<file path="src/rtl/mem_resp_pkg.sv">
// Shared types and constants for the memory fill responder.
// FSM encoding, counter width, default fill pattern and small helper functions.
// No logic of its own; imported by the responder top level.
package mem_resp_pkg;

    typedef enum logic [1:0] {
        IDLE = 2'd0,
        WAIT = 2'd1,
        RESP = 2'd2
    } state_t;

    localparam int COUNT_WIDTH = 16;
    localparam logic [31:0] DEFAULT_FILL_PATTERN = 32'h3F3;

    function automatic int clog2(input int unsigned value);
        int          bits;
        int unsigned rem;
        bits = 0;
        if (value > 1) begin
            rem = value - 1;
            while (rem > 0) begin
                bits = bits + 1;
                rem  = rem >> 1;
            end
        end
        return bits;
    endfunction

    // Statistics counters stick at all-ones instead of wrapping.
    function automatic logic [COUNT_WIDTH-1:0] sat_inc(input logic [COUNT_WIDTH-1:0] value);
        return (value == '1) ? value : value + COUNT_WIDTH'(1);
    endfunction

endpackage

</file>
<file path="src/rtl/mem_model_array.sv">
// Word-addressed backing store, pattern-initialised on reset; with MEM_WRITE_EN undefined it is a pattern ROM.
// Latency: one cycle, rdata updates on the edge where en is high (writes echo wdata).
// Backpressure: none; rdata holds its value whenever en is low.
module mem_model_array #(
    parameter int                    ADDR_WIDTH   = 11,
    parameter int                    DATA_WIDTH   = 11,
    parameter logic [DATA_WIDTH-1:0] FILL_PATTERN = '0
) (
    input  logic                  clk,
    input  logic                  rst,
    input  logic                  en,
    input  logic                  we,
    input  logic [ADDR_WIDTH-1:0] addr,
    input  logic [DATA_WIDTH-1:0] wdata,
    output logic [DATA_WIDTH-1:0] rdata
);

    localparam int DEPTH = 1 << ADDR_WIDTH;

    // Only the low DATA_WIDTH address bits take part in the pattern.
    function automatic logic [DATA_WIDTH-1:0] fill_word(input logic [31:0] word_addr);
        return DATA_WIDTH'(word_addr) ^ FILL_PATTERN;
    endfunction

`ifdef MEM_WRITE_EN
    logic [DATA_WIDTH-1:0] mem [DEPTH];

    always_ff @(posedge clk or posedge rst) begin
        if (rst) begin
            for (int i = 0; i < DEPTH; i++) begin
                mem[i] <= fill_word(32'(i));
            end
            rdata <= '0;
        end else if (en) begin
            if (we) begin
                mem[addr] <= wdata;
                rdata     <= wdata;
            end else begin
                rdata <= mem[addr];
            end
        end
    end
`else
    logic unused_write_path;
    assign unused_write_path = &{1'b0, we, wdata};

    // Contents can never change, so the pattern is computed instead of stored.
    always_ff @(posedge clk or posedge rst) begin
        if (rst) begin
            rdata <= '0;
        end else if (en) begin
            rdata <= fill_word(32'(addr));
        end
    end
`endif

endmodule

</file>
<file path="src/rtl/mem_fill_responder.sv">
// Backing-memory responder for cache fills and write-backs; write path compiled in only with MEM_WRITE_EN.
// Latency: acceptance at edge T gives resp_valid from edge T+LATENCY; one request outstanding.
// Backpressure: resp_valid/resp_data held until resp_ready; req_ready low from acceptance until the handshake.
module mem_fill_responder
    import mem_resp_pkg::*;
#(
    parameter int                    ADDR_WIDTH   = 11,
    parameter int                    DATA_WIDTH   = 11,
    parameter int                    LATENCY      = 4,
    parameter logic [DATA_WIDTH-1:0] FILL_PATTERN = DATA_WIDTH'(DEFAULT_FILL_PATTERN)
) (
    input  logic                   clk,
    input  logic                   rst,
    input  logic                   req_valid,
    output logic                   req_ready,
    input  logic [ADDR_WIDTH-1:0]  req_addr,
    input  logic                   req_write,
    input  logic [DATA_WIDTH-1:0]  req_wdata,
    output logic                   resp_valid,
    input  logic                   resp_ready,
    output logic [DATA_WIDTH-1:0]  resp_data,
    output logic [COUNT_WIDTH-1:0] read_count,
    output logic [COUNT_WIDTH-1:0] write_count
);

    localparam int LAT_W = clog2(LATENCY + 1);

    typedef struct packed {
        logic                  write;
        logic [ADDR_WIDTH-1:0] addr;
        logic [DATA_WIDTH-1:0] wdata;
    } req_t;

    state_t           state;
    state_t           state_nxt;
    logic [LAT_W-1:0] lat_cnt;
    req_t             req_buf;
    req_t             req_in;
    logic             accept;
    logic             resp_done;
    logic             lat_done;
    logic             mem_en;

    assign accept    = req_valid && req_ready;
    assign resp_done = resp_valid && resp_ready;
    assign lat_done  = (lat_cnt == '0);

`ifdef MEM_WRITE_EN
    assign req_in = '{write: req_write, addr: req_addr, wdata: req_wdata};
`else
    logic unused_req_write;
    assign unused_req_write = &{1'b0, req_write, req_wdata};
    assign req_in = '{write: 1'b0, addr: req_addr, wdata: '0};
`endif

    always_ff @(posedge clk or posedge rst) begin
        if (rst) begin
            state <= IDLE;
        end else begin
            state <= state_nxt;
        end
    end

    always_comb begin
        state_nxt = state;
        case (state)
            IDLE:    if (req_valid)  state_nxt = WAIT;
            WAIT:    if (lat_done)   state_nxt = RESP;
            RESP:    if (resp_ready) state_nxt = IDLE;
            default:                 state_nxt = IDLE;
        endcase
    end

    // The array access is issued on the WAIT->RESP edge, so its registered
    // output lands exactly when resp_valid rises and stays put through RESP.
    always_comb begin
        req_ready  = 1'b0;
        resp_valid = 1'b0;
        mem_en     = 1'b0;
        case (state)
            IDLE:    req_ready  = 1'b1;
            WAIT:    mem_en     = lat_done;
            RESP:    resp_valid = 1'b1;
            default: req_ready  = 1'b0;
        endcase
    end

    always_ff @(posedge clk or posedge rst) begin
        if (rst) begin
            req_buf <= '0;
            lat_cnt <= '0;
        end else if (accept) begin
            req_buf <= req_in;
            lat_cnt <= LAT_W'(LATENCY - 1);
        end else if (state == WAIT && !lat_done) begin
            lat_cnt <= lat_cnt - LAT_W'(1);
        end
    end

    always_ff @(posedge clk or posedge rst) begin
        if (rst) begin
            read_count <= '0;
        end else if (resp_done && !req_buf.write) begin
            read_count <= sat_inc(read_count);
        end
    end

`ifdef MEM_WRITE_EN
    always_ff @(posedge clk or posedge rst) begin
        if (rst) begin
            write_count <= '0;
        end else if (resp_done && req_buf.write) begin
            write_count <= sat_inc(write_count);
        end
    end
`else
    assign write_count = '0;
`endif

    mem_model_array #(
        .ADDR_WIDTH   (ADDR_WIDTH),
        .DATA_WIDTH   (DATA_WIDTH),
        .FILL_PATTERN (FILL_PATTERN)
    ) u_array (
        .clk   (clk),
        .rst   (rst),
        .en    (mem_en),
        .we    (req_buf.write),
        .addr  (req_buf.addr),
        .wdata (req_buf.wdata),
        .rdata (resp_data)
    );

endmodule

</file>
<file path="config.mk">
export PLATFORM = sky130hd
export DESIGN_NAME = mem_fill_responder
export DESIGN_NICKNAME = d
export VERILOG_FILES = /design/src/rtl/mem_resp_pkg.sv /design/src/rtl/mem_model_array.sv /design/src/rtl/mem_fill_responder.sv
export SDC_FILE = /design/constraint.sdc
export NUM_CORES = 1
export LEC_CHECK = 0
export BUFFER_PORTS_ARGS = -buffer_cell sky130_fd_sc_hd__buf_2
export CAP_MARGIN = 20
export CORE_MARGIN = 2
export CORE_UTILIZATION = 40
export CTS_BUF_LIST = sky130_fd_sc_hd__clkbuf_8
export DETAILED_ROUTE_END_ITERATION = 12
export GPL_TIMING_DRIVEN = 0
export PLACE_DENSITY = 0.71
export SLEW_MARGIN = 20
export SYNTH_ARGS = -nofsm -noshare
export SYNTH_HDL_FRONTEND = slang
export SYNTH_SLANG_ARGS = --single-unit
</file>
<file path="constraint.sdc">
create_clock -name clk -period 1.95 [get_ports clk]
set_clock_uncertainty 0.2 [all_clocks]
set_input_delay 0.195 -clock clk [delete_from_list [all_inputs] [get_ports clk]]
set_output_delay 0.195 -clock clk [all_outputs]
set_load 0.02 [all_outputs]
</file>
Word level (Yosys, flattened, before mapping)
Index checks and enable logic that the tools add are counted.

cells by class
  equality and inequality tests = 6
  multiplexer cells = 9
  bitwise gates (word level) = 2
  $lt $le $gt $ge = 0
  reduce and logical (&&, ||, !) cells = 9
  shift-type cells = 0
  add/sub/neg operators = 2
  div/mod/pow operators = 0
  multipliers = 0

operator list
  kind                                                  number
  adder 16 x 1 -> 16 bit (second input constant)        1
  equality test 16 bit (second input constant)          1
  inverter 8 bit                                        1
  two-way mux 2 bit                                     3
  two-way mux 3 bit                                     2
  != test 2 bit (second input constant)                 3
  one-hot mux 2 bit (3 select lines)                    1
  logical AND 1 bit                                     3
  zero test 3 bit                                       1
  two-way mux 1 bit                                     3
  AND reduction 3 bit                                   1
  subtractor 3 x 1 -> 3 bit (second input constant)     1
  equality test 2 x 1 -> 1 bit (second input constant)  1
  equality test 2 bit (second input constant)           1
  zero test 2 bit                                       1
  AND reduction 2 bit                                   1
  nonzero test 2 bit                                    1
  zero test 1 bit                                       1
  inverter 1 bit                                        1

storage, ports and cells
  word-level logic and storage cells = 33
  bits of input ports = 27
  output and inout port bits = 45
  flip-flop bits (word level) = 43
  memory bits (read-only) = 0
  memories = 0
  latch bits = 0
  RAM bits = 0

Longest topological paths before layout
Gate-level depths: netlist of run 1.

  word-level depth = 5
  gate-level depth with buffers = 7
  gate-level depth less buffers = 7

Modules after synthesis
Synthesis of run 1 repeated with hierarchy kept, for this count alone.

unflattened totals
  cells, all modules = 183
  area, all modules = 2160.8 µm²

by module, submodules not included
  module              cells an instance  instances  sequential area each (µm²)  area an instance (µm²)
  mem_fill_responder  150                1          800.8                       1689.1
  mem_model_array     33                 1          275.3                       471.7

Least setup slack after synthesis of run 1
OpenSTA, ideal clock, no wires.

  path kind = reg2reg
  start = register read_count[0]
  end = register read_count[1]
  path slack = -0.044 ns
  path buffers = 0
  stages on the path, launching flop included = 6
  data required time = 1.625 ns
  period minus slack after synthesis = 1.994 ns
  library setup time = 0.125 ns
  data arrival time = 1.669 ns
  cells stage by stage = dfrtp_1 > ha_1 > nand4_1 > nor4_4 > nor2_1 > mux2_2

on the way
  cells in the longest elaborated chain, start to end = 3
  elaborated cells between the ends (all ways) = 4
  those cells by class = add/sub: 1; eq/ne: 1; bitwise: 1; reduce/logical: 1

RTL lines
  item                                                                            line                       source
  from (decl)                                                                     mem_fill_responder.sv:22   output logic [COUNT_WIDTH-1:0] read_count,
  from (signal assigned)                                                          mem_fill_responder.sv:104  read_count <= sat_inc(read_count);
  parallel branches: the longest is 3 deep, another holds adder 16 x 1 -> 16 bit  --

Parallel ways; which one is timed is not known.
A chain may end at the register's enable or synchronous reset.

Worst setup path after layout of run 1
  start = register state[0]
  end = register read_count[15]

on the way
  cells in the longest elaborated chain, start to end = 4

RTL lines
  item                           line                      source
  from (decl)                    mem_fill_responder.sv:34  state_t state;
  from (signal assigned)         mem_fill_responder.sv:60  state <= state_nxt;
  equality test 2 bit            mem_fill_responder.sv:80  case (state)
  two-way mux 1 bit              mem_fill_responder.sv:80
  logical AND 1 bit              mem_fill_responder.sv:45  assign resp_done = resp_valid && resp_ready;
  AND reduction 2 bit (no line)  --

Every way passes these cells.

==> flow_summary.toml, run 1 <==
[synth]
yosysTopAreaCell = "dfrtp_1"
synth_area_leaders = "dfrtp_1 53%, mux2_2 8.8%, buf_4 5.9%"
synth.top_cells.by_count = "43 x dfrtp_1, 16 x buf_4, 16 x mux2_2, 14 x nand2_1, 13 x o21ai_0"
async_flop_share = 1.000
ys_ff_latch = 43
synth_area_sq_um = 2042
synth_edf_count = 0
yosysSeqAreaShare = 0.5270
synth_cells = 178
ys.flop_type = "dfrtp_1"
synth_top_area_share = 0.5270
yosysUniqueCellTypes = 39
yosys.cell_count.top_type = "dfrtp_1"
yosys_warnings = 0
synth_area_per_cell_sq_um = 11.47

[drt]
viasPerCell = 4.573
firstDrtPassIters = 4
ant_nets = 0
drt_iter0_markers = 31
drt-wirelength-per-cell_microns = 11.85
vias = 1532
drc = 0
drt-total-wl_microns = 3970

[clock_tree]
path_clk_slew_ns = 0.09
cts_sinks = 43
cts_root_buffer = "clkbuf_8"
clock_path_buffers = 2
cts_tree = "yes"
clock_latency_ns = 0.30
numCtsBuffers = 5
cts-htree-levels = 2

[job]
drv_cap = 0

[run_status]
status = "finished clean"

[timing]
fin_crit_ns = 1.898
setup_tns_ns = 0
slew_viol_final = 0
rsz0062_at_grt = "yes"
hold_viol = 0
finalCritPeriodShare = 0.9734
finalSetupViolCount = 0
fmax_mhz = 526.8
whs_ns = 0.1649

[worst_setup_path]
worstPathRequired_ns = 1.93
r2r_start = "state[0]$_DFFE_PP0P_"
end_kind = "flop"
cp_max_fo = 9
timing.rr.end = "read_count[15]$_DFFE_PP0P_"
cp.arrival_ns = 1.88
worst_setup_path_start_kind = "flop"
r2r_cells = 6
rrSetupSlack_ns = 0.05
path_class = "flop to flop"

[placed_design]
numPortBuffers = 43
place_congestion = 0.8323
place_hpwl_microns = 2705
placed_cell_area_sq_um = 2436

[power]
ir_drop_v = 0.0005735
swShare = 0.3534
p_seq_frac = 0.446
comb_power_share = 0.361
power.density_nw_per_um2 = 1092
p_int_mw = 1.944
netSwitchingPower_mw = 1.062
power_mw = 3.006
p_clk_frac = 0.192
p_leak_nw = 1.412

[layout]
areaGrowthSynthToFinish_pct = 34.74
finalInstanceArea_sq_um = 2751
fin_util = 0.5492
drive_gt1_frac = 0.4226
layout.nets = 294
diodes = 0

[grt]
antenna_found_initial = 0
grt_pass1_vias = 1384
grt_max_degree = 34
grtUsageTotal = 0.1460
grt.overflow.total = 0
grt_pass1_wl_microns = 6285

[floorplan]
die_w_microns = 75.45
core_sq_um = 5010
row_count = 26
pin_count = 72
initial_core_util = 0.4076
dieHeight_microns = 75.45
die_area_sq_um = 5693

[hold_path]
holdCritPathClass = "input port to async pin"
==> placed cells by master, fill, tap and decap left out, types with 2 or more instances in the layout <==
master / synthesis / final
nand3_1: 5 / 4
o21ai_0: 13 / 13
dlygate4sd3_1: 0 / 14
nand4_1: 3 / 3
mux2_2: 16 / 16
ha_1: 3 / 2
xor2_1: 9 / 9
inv_1: 7 / 6
dfrtp_2: 0 / 4
nor2_1: 5 / 5
nor4_2: 0 / 2
nand2_1: 14 / 14
clkinv_4: 0 / 2
nor4b_2: 2 / 3
nor3_1: 6 / 5
buf_6: 2 / 2
dfrtp_1: 43 / 39
nor4_1: 5 / 3
a22oi_1: 2 / 2
or3_1: 3 / 3
buf_4: 16 / 22
buf_2: 1 / 44
clkbuf_2: 1 / 2
o31ai_1: 2 / 2
clkbuf_8: 0 / 5
conb_1: 1 / 16
==> worst max path at each step <==
| stage | cells after the start | startpoint | slack [ns] | end |
|---|---|---|---|---|
| after global placement | 2 | rst | -0.14 | read_count[0]$_DFFE_PP0P_ |
| after floorplan | 5 | read_count[0]$_DFFE_PP0P_ | -0.02 | read_count[1]$_DFFE_PP0P_ |
| final | 6 | state[0]$_DFFE_PP0P_ | 0.05 | read_count[15]$_DFFE_PP0P_ |
| after detailed placement | 6 | lat_cnt[0]$_DFFE_PP0P_ | -0.16 | u_array.rdata[2]$_DFFE_PP0P_ |
| after CTS | 6 | state[0]$_DFFE_PP0P_ | 0.02 | read_count[15]$_DFFE_PP0P_ |
| after global routing | 6 | state[0]$_DFFE_PP0P_ | -0.02 | read_count[15]$_DFFE_PP0P_ |
==> state kept, by name, indices dropped and copies added (netlist names) <==
| signal | flops |
|---|---|
| state | 2 |
| read_count | 16 |
| u_array.rdata | 11 |
| req_buf | 11 |
| lat_cnt | 3 |
==> cell families (layout without fill, tap and decap cells) <==
kind of cell,Yosys count,in the layout,synth area share
and+or+nand+nor,52,52,0.1569
other,1,16,0.001836
DFF,43,43,0.5270
AOI/OAI and AO/OA,23,23,0.06863
muxes,17,17,0.09314
adders and majority gates,3,3,0.01838
xor gates and xnor gates,10,10,0.04290
buffers and inverters,29,101,0.09130
==> metal layers <==
metal | up-vias | GRT usage | routed length [microns]
li1 | 768 | - | -
met1 | 714 | 0.1932 | 1824
met2 | 45 | 0.2329 | 1907
met3 | 5 | 0.03704 | 197
met4 | 0 | 0.05458 | 40
met5 | - | 0 | 0
==> stage by stage <==
step	setup slack, ns	std cells
global route	-0.01730	335
floorplan	-0.01710	193
global placement	-0.1353	306
CTS	0.02251	330
finish	0.05181	335
detailed placement	-0.1648	307
==> power groups by stage <==
stage	combinational, mW	sequential (mW)	clock (mW)
global route	1.23	1.38	0.628
finish	1.09	1.34	0.578
detailed placement	1.07	1.36	0
global placement	1.02	1.35	0
CTS	1.09	1.34	0.601
floorplan	0.625	1.50	0
==> timing repair <==
action	4_1_cts	5_1_grt
resized for setup	2	10
hold endpoints to repair	56	0
setup buffers	1	5
pin swaps	1	0
hold buffers	14	0
setup endpoints to repair	5	14
cloned	0	0
==> final cells by class <==
cell class	instances	area, sq um
well taps	70	87.58
inverters	7	26.28
repair buffers	64	420.4
clock inverters	3	25.02
clock buffers	5	68.82
fillers	451	2258
flip-flops and latches	43	1081
plain buffers	22	165.2
multi-input cells	121	877.1
==> worst max-delay path: stages (launching register included) <==
cell	delay (ns)
dfrtp_1	0.38
buf_6	0.13
nand3b_4	0.18
or2_1	0.23
buf_6	0.14
nor3_2	0.17
mux2_2	0.35
No activity file was read; power rests on OpenSTA's default activity.
==> inputs of run 2 (changes only) <==
GPL_TIMING_DRIVEN = 1   (was 0)
==> run 2 against run 1 <==
Net effect:
- register-to-register slack better by 0.06 ns
- the flow now finishes with violations (hold timing)
- utilization is 2.6 points lower
- via count is 2.6% lower
- wire length is 2.7% lower
- sequential power hardly changed
==> flow_summary.toml, run 2 (synthesis results as in run 1) <==
[worst_setup_path]
cp.arrival_ns = 1.86
end_kind = "flop"
r2r_cells = 6
timing.rr.end = "read_count[4]$_DFFE_PP0P_"
worstPathRequired_ns = 1.97
cp_max_fo = 5
r2r_start = "read_count[0]$_DFFE_PP0P_"
worst_setup_path_start_kind = "flop"
rrSetupSlack_ns = 0.11
path_class = "flop to flop"
crit_path_end = "read_count[4]$_DFFE_PP0P_"
critPathLaunch = "read_count[0]$_DFFE_PP0P_"

[clock_tree]
cts-htree-levels = 2
cts_tree = "yes"
cts_root_buffer = "clkbuf_8"
path_clk_slew_ns = 0.08
cts_sinks = 43
clock_path_buffers = 2
clock_latency_ns = 0.30
numCtsBuffers = 5

[grt]
grt_pass1_wl_microns = 6237
grt.overflow.total = 0
grtUsageTotal = 0.1468
antenna_found_initial = 0
grt_pass1_vias = 1407
grt_max_degree = 29

[floorplan]
die_w_microns = 75.45
core_sq_um = 5010
pin_count = 72
initial_core_util = 0.4076
dieHeight_microns = 75.45
die_area_sq_um = 5693
row_count = 26

[drt]
drt-total-wl_microns = 3861
viasPerCell = 4.663
firstDrtPassIters = 4
drc = 0
vias = 1492
drt-wirelength-per-cell_microns = 12.07
drt_iter0_markers = 74
ant_nets = 0

[layout]
finalInstanceArea_sq_um = 2619
areaGrowthSynthToFinish_pct = 28.25
drive_gt1_frac = 0.3640
layout_commonest_cell = "buf_2"
diodes = 0
layout_common_cells = "43 x buf_2, 41 x dfrtp_1, 16 x mux2_2, 16 x conb_1, 14 x nand2_1"
largest-register = "read_count"
largest_register_ffs = 16
layout.nets = 279
final_cells = 320
top_regs = "read_count (16), req_buf (11), u_array.rdata (11)"

[placed_design]
dp_cells = 299
place_hpwl_microns = 2809
place_congestion = 0.8238
numPortBuffers = 43
placed_cell_area_sq_um = 2394

[job]
drv_cap = 0

[timing]
fin_crit_ns = 1.842
slew_viol_final = 0
finalCritPeriodShare = 0.9444
finalSetupViolCount = 0
slew_headroom = 0.5996
whs_ns = -0.003630
fmax_mhz = 543.0
rsz0062_at_grt = "no"
tightest_slew_ns = 0.5969
hold_viol = 1

[run_status]
status = "finished with violations"
violations = "hold timing"

[power]
ir_drop_v = 0.0006060
p_leak_nw = 1.332
power.density_nw_per_um2 = 1129
power_mw = 2.957

[hold_path]
holdCritPathClass = "input port to flop"
==> run 2: changes by cell type in the layout (fill, tap and decap cells not counted), moves of 2 or more <==
cell / delta
dfrtp_1: +2
dfrtp_2: -2
clkbuf_2: -2
buf_6: -2
clkinv_4: -2
buf_4: -9
==> run 2: critical path, stage by stage, from the launching register on <==
cell	delay, ns
dfrtp_2	0.44
ha_4	0.17
nand4_1	0.17
nor4_4	0.07
buf_4	0.15
nor4b_1	0.38
xor2_1	0.18
==> run 2: worst min-delay path by stage <==
stage	startpoint	end	depth (start not counted)	slack [ns]
floorplan	resp_ready	state[1]$_DFFE_PP0P_	1	0.10
global placement	rst	read_count[12]$_DFFE_PP0P_	2	0.01
detailed placement	rst	read_count[12]$_DFFE_PP0P_	2	0.02
CTS	req_valid	state[0]$_DFFE_PP0P_	3	0.007
global route	req_valid	state[0]$_DFFE_PP0P_	3	0.01
finish	req_valid	state[0]$_DFFE_PP0P_	3	-0.004
==> run 2: through the flow <==
stage	utilization	TNS (ns)	hold slack [ns]	setup slack (ns)
floorplan	-	-0.01710	0.1026	-0.01710
global placement	0.4778	0	0.009586	0.1698
detailed placement	0.4778	0	0.01901	0.1070
CTS	0.5215	0	0.007014	0.08157
global route	0.5227	0	0.01106	0.01658
finish	0.5227	0	-0.003630	0.1083
==> run 2: power by group <==
part | leakage (nW) | switching [mW] | internal [mW]
registers | 0.539 | 0.157 | 1.19
clock network | 0.0402 | 0.307 | 0.249
logic | 0.752 | 0.569 | 0.487
total | 1.33 | 1.03 | 1.92
==> run 2: area by class of cell <==
type	instances	area (sq um)
clock buffers	5	68.82
clock inverters	3	20.02
fillers	465	2391
inverters	7	26.28
multi-input cells	121	854.6
flip-flops and latches	43	1079
well taps	70	87.58
repair buffers	71	483.0
==> run 2: routing by layer <==
layer  share of wire  GRT usage
met1            0.44     0.1802
met5               0          0
met4           0.017    0.06433
met2            0.48     0.2425
met3           0.056    0.04101
==> run 2: what timing repair did <==
action,CTS,global route
resized for setup,0,1
setup endpoints to repair,0,2
setup buffers,0,0
endpoints found under the hold margin,27,0
hold buffers,13,0
==> inputs of run 3 (changes only) <==
CORE_UTILIZATION = 46   (was 40)
PLACE_DENSITY = 0.8   (was 0.71)
==> run 3 against run 2 <==
Net effect:
- the run now ends clean
- first-iteration DRC count decreased by 9.5%
- critical path depth unchanged
- maximum frequency about the same
- utilization increased by 8.3 points
- clock-buffer cell count unchanged
- via count increased by 1.6%
- register-to-register slack about the same
- hold slack improved by 0.26 ns
- largest power group unchanged
==> flow_summary.toml, run 3 (synthesis results as in run 1) <==
[floorplan]
core_sq_um = 4324
initial_core_util = 0.4722
die_area_sq_um = 4988
die_w_microns = 70.63
dieHeight_microns = 70.63
row_count = 24
pin_count = 72

[drt]
drt-wirelength-per-cell_microns = 13.51
drt_iter0_markers = 67
vias = 1516
ant_nets = 0
drc = 0
firstDrtPassIters = 4
drt-total-wl_microns = 4093
viasPerCell = 5.003

[timing]
slew_headroom = 0.4665
setup_tns_ns = 0
fmax_mhz = 542.5
finalSetupViolCount = 0
rsz0062_at_grt = "no"
fin_crit_ns = 1.843
slew_viol_final = 0
whs_ns = 0.2562
hold_viol = 0
tightest_slew_ns = 0.7953
finalCritPeriodShare = 0.9453

[run_status]
status = "finished clean"

[clock_tree]
ctsResizeCount = 0
path_clk_slew_ns = 0.08
cts_root_buffer = "clkbuf_8"
numCtsBuffers = 5
clock_latency_ns = 0.29
cts_sinks = 43
cts_tree = "yes"
clock_path_buffers = 2
cts-htree-levels = 2

[layout]
layout_commonest_cell = "buf_2"
finalInstanceArea_sq_um = 2619
areaGrowthSynthToFinish_pct = 28.25
top_regs = "read_count (16), req_buf (11), u_array.rdata (11)"
largest-register = "read_count"
layout_common_cells = "43 x buf_2, 41 x dfrtp_1, 16 x mux2_2, 16 x conb_1, 15 x buf_4"
drive_gt1_frac = 0.3546
final_cells = 303
diodes = 0
largest_register_ffs = 16
layout.nets = 280

[worst_setup_path]
slowest_stage = "dfrtp_2"
critical_path.top_delay_family = "simple AND/OR/NAND/NOR gates"
worst_setup_path_start_kind = "flop"
crit_buf_inv = 1
worstPathRequired_ns = 1.97
cp.arrival_ns = 1.87
critical-path-max-stage-delay_ns = 0.45
end_kind = "flop"
rrSetupSlack_ns = 0.11
path_class = "flop to flop"
cp_max_fo = 5
cp_cell_sequence = "ha_4 > nand4_1 > nor4_4 > buf_4 > nor4b_1 > xor2_1"

[grt]
grt_pass1_vias = 1471
grt.busiest_layer = "met2"
grt.overflow.total = 0
antenna_found_initial = 0
met2_usage = 0.3019
use_met3 = 0.03989
grtUsageTotal = 0.1724
grt_max_degree = 25
use_met1 = 0.2086
grt_pass1_wl_microns = 6734

[power]
p_leak_nw = 1.352
power_mw = 3.209
ir_drop_v = 0.0006247
power.density_nw_per_um2 = 1225

[job]
drv_cap = 0

[hold_path]
holdCritPathClass = "flop to flop"

[placed_design]
place_congestion = 0.7967
placed_cell_area_sq_um = 2346
place_hpwl_microns = 2903
dp_cells = 281
numPortBuffers = 43
-- run 3: what timing repair did --
action / 4_1_cts / 5_1_grt
setup buffers: 0 / 0
setup endpoints to repair: 0 / 0
hold buffers: 14 / 0
endpoints found under the hold margin: 35 / 0
-- run 3: final cells by class --
class,instances,area [sq um]
Fill cell,349,1705
Sequential cell,43,1079
Multi-Input combinational cell,121,848.3
Timing Repair Buffer,72,467.9
Clock buffer,5,68.82
Tap cell,52,65.06
Clock inverter,3,63.81
Inverter,7,26.28
-- run 3: worst paths after layout --
check | startpoint | to | depth (start not counted)
min reg2reg | req_buf[17]$_DFFE_PP0P_ | u_array.rdata[6]$_DFFE_PP0P_ | 1
max in group asynchronous | rst | read_count[2]$_DFFE_PP0P_ | 4
min | req_buf[17]$_DFFE_PP0P_ | u_array.rdata[6]$_DFFE_PP0P_ | 1
max | read_count[0]$_DFFE_PP0P_ | read_count[4]$_DFFE_PP0P_ | 6
min in group asynchronous | rst | u_array.rdata[2]$_DFFE_PP0P_ | 3
max reg2reg | read_count[0]$_DFFE_PP0P_ | read_count[4]$_DFFE_PP0P_ | 6
-- run 3: report_power, final --
| part | switching, mW | internal (mW) | total (mW) |
|---|---|---|---|
| Sequential | 0.175 | 1.19 | 1.36 |
| Clock | 0.301 | 0.507 | 0.808 |
| Combinational | 0.566 | 0.471 | 1.04 |
-- run 3: metrics by stage --
step / setup WS (ns) / utilization
after floorplan: -0.01710 / -
after global placement: 0.1798 / 0.5425
after detailed placement: 0.1291 / 0.5425
after CTS: 0.1158 / 0.6056
after global routing: 0.003826 / 0.6056
final: 0.1067 / 0.6056
-- run 3: per-layer routing --
metal  vias up  share of wire
li1        736              -
met1       728           0.42
met2        47           0.51
met3         5          0.051
met4         0          0.011
met5         -              0
-- run 3: worst reg2reg max path, cell delays in order, from the launching register on --
cell     delay [ns]
dfrtp_2        0.45
ha_4           0.17
nand4_1        0.17
nor4_4         0.08
buf_4          0.16
nor4b_1        0.38
xor2_1         0.17
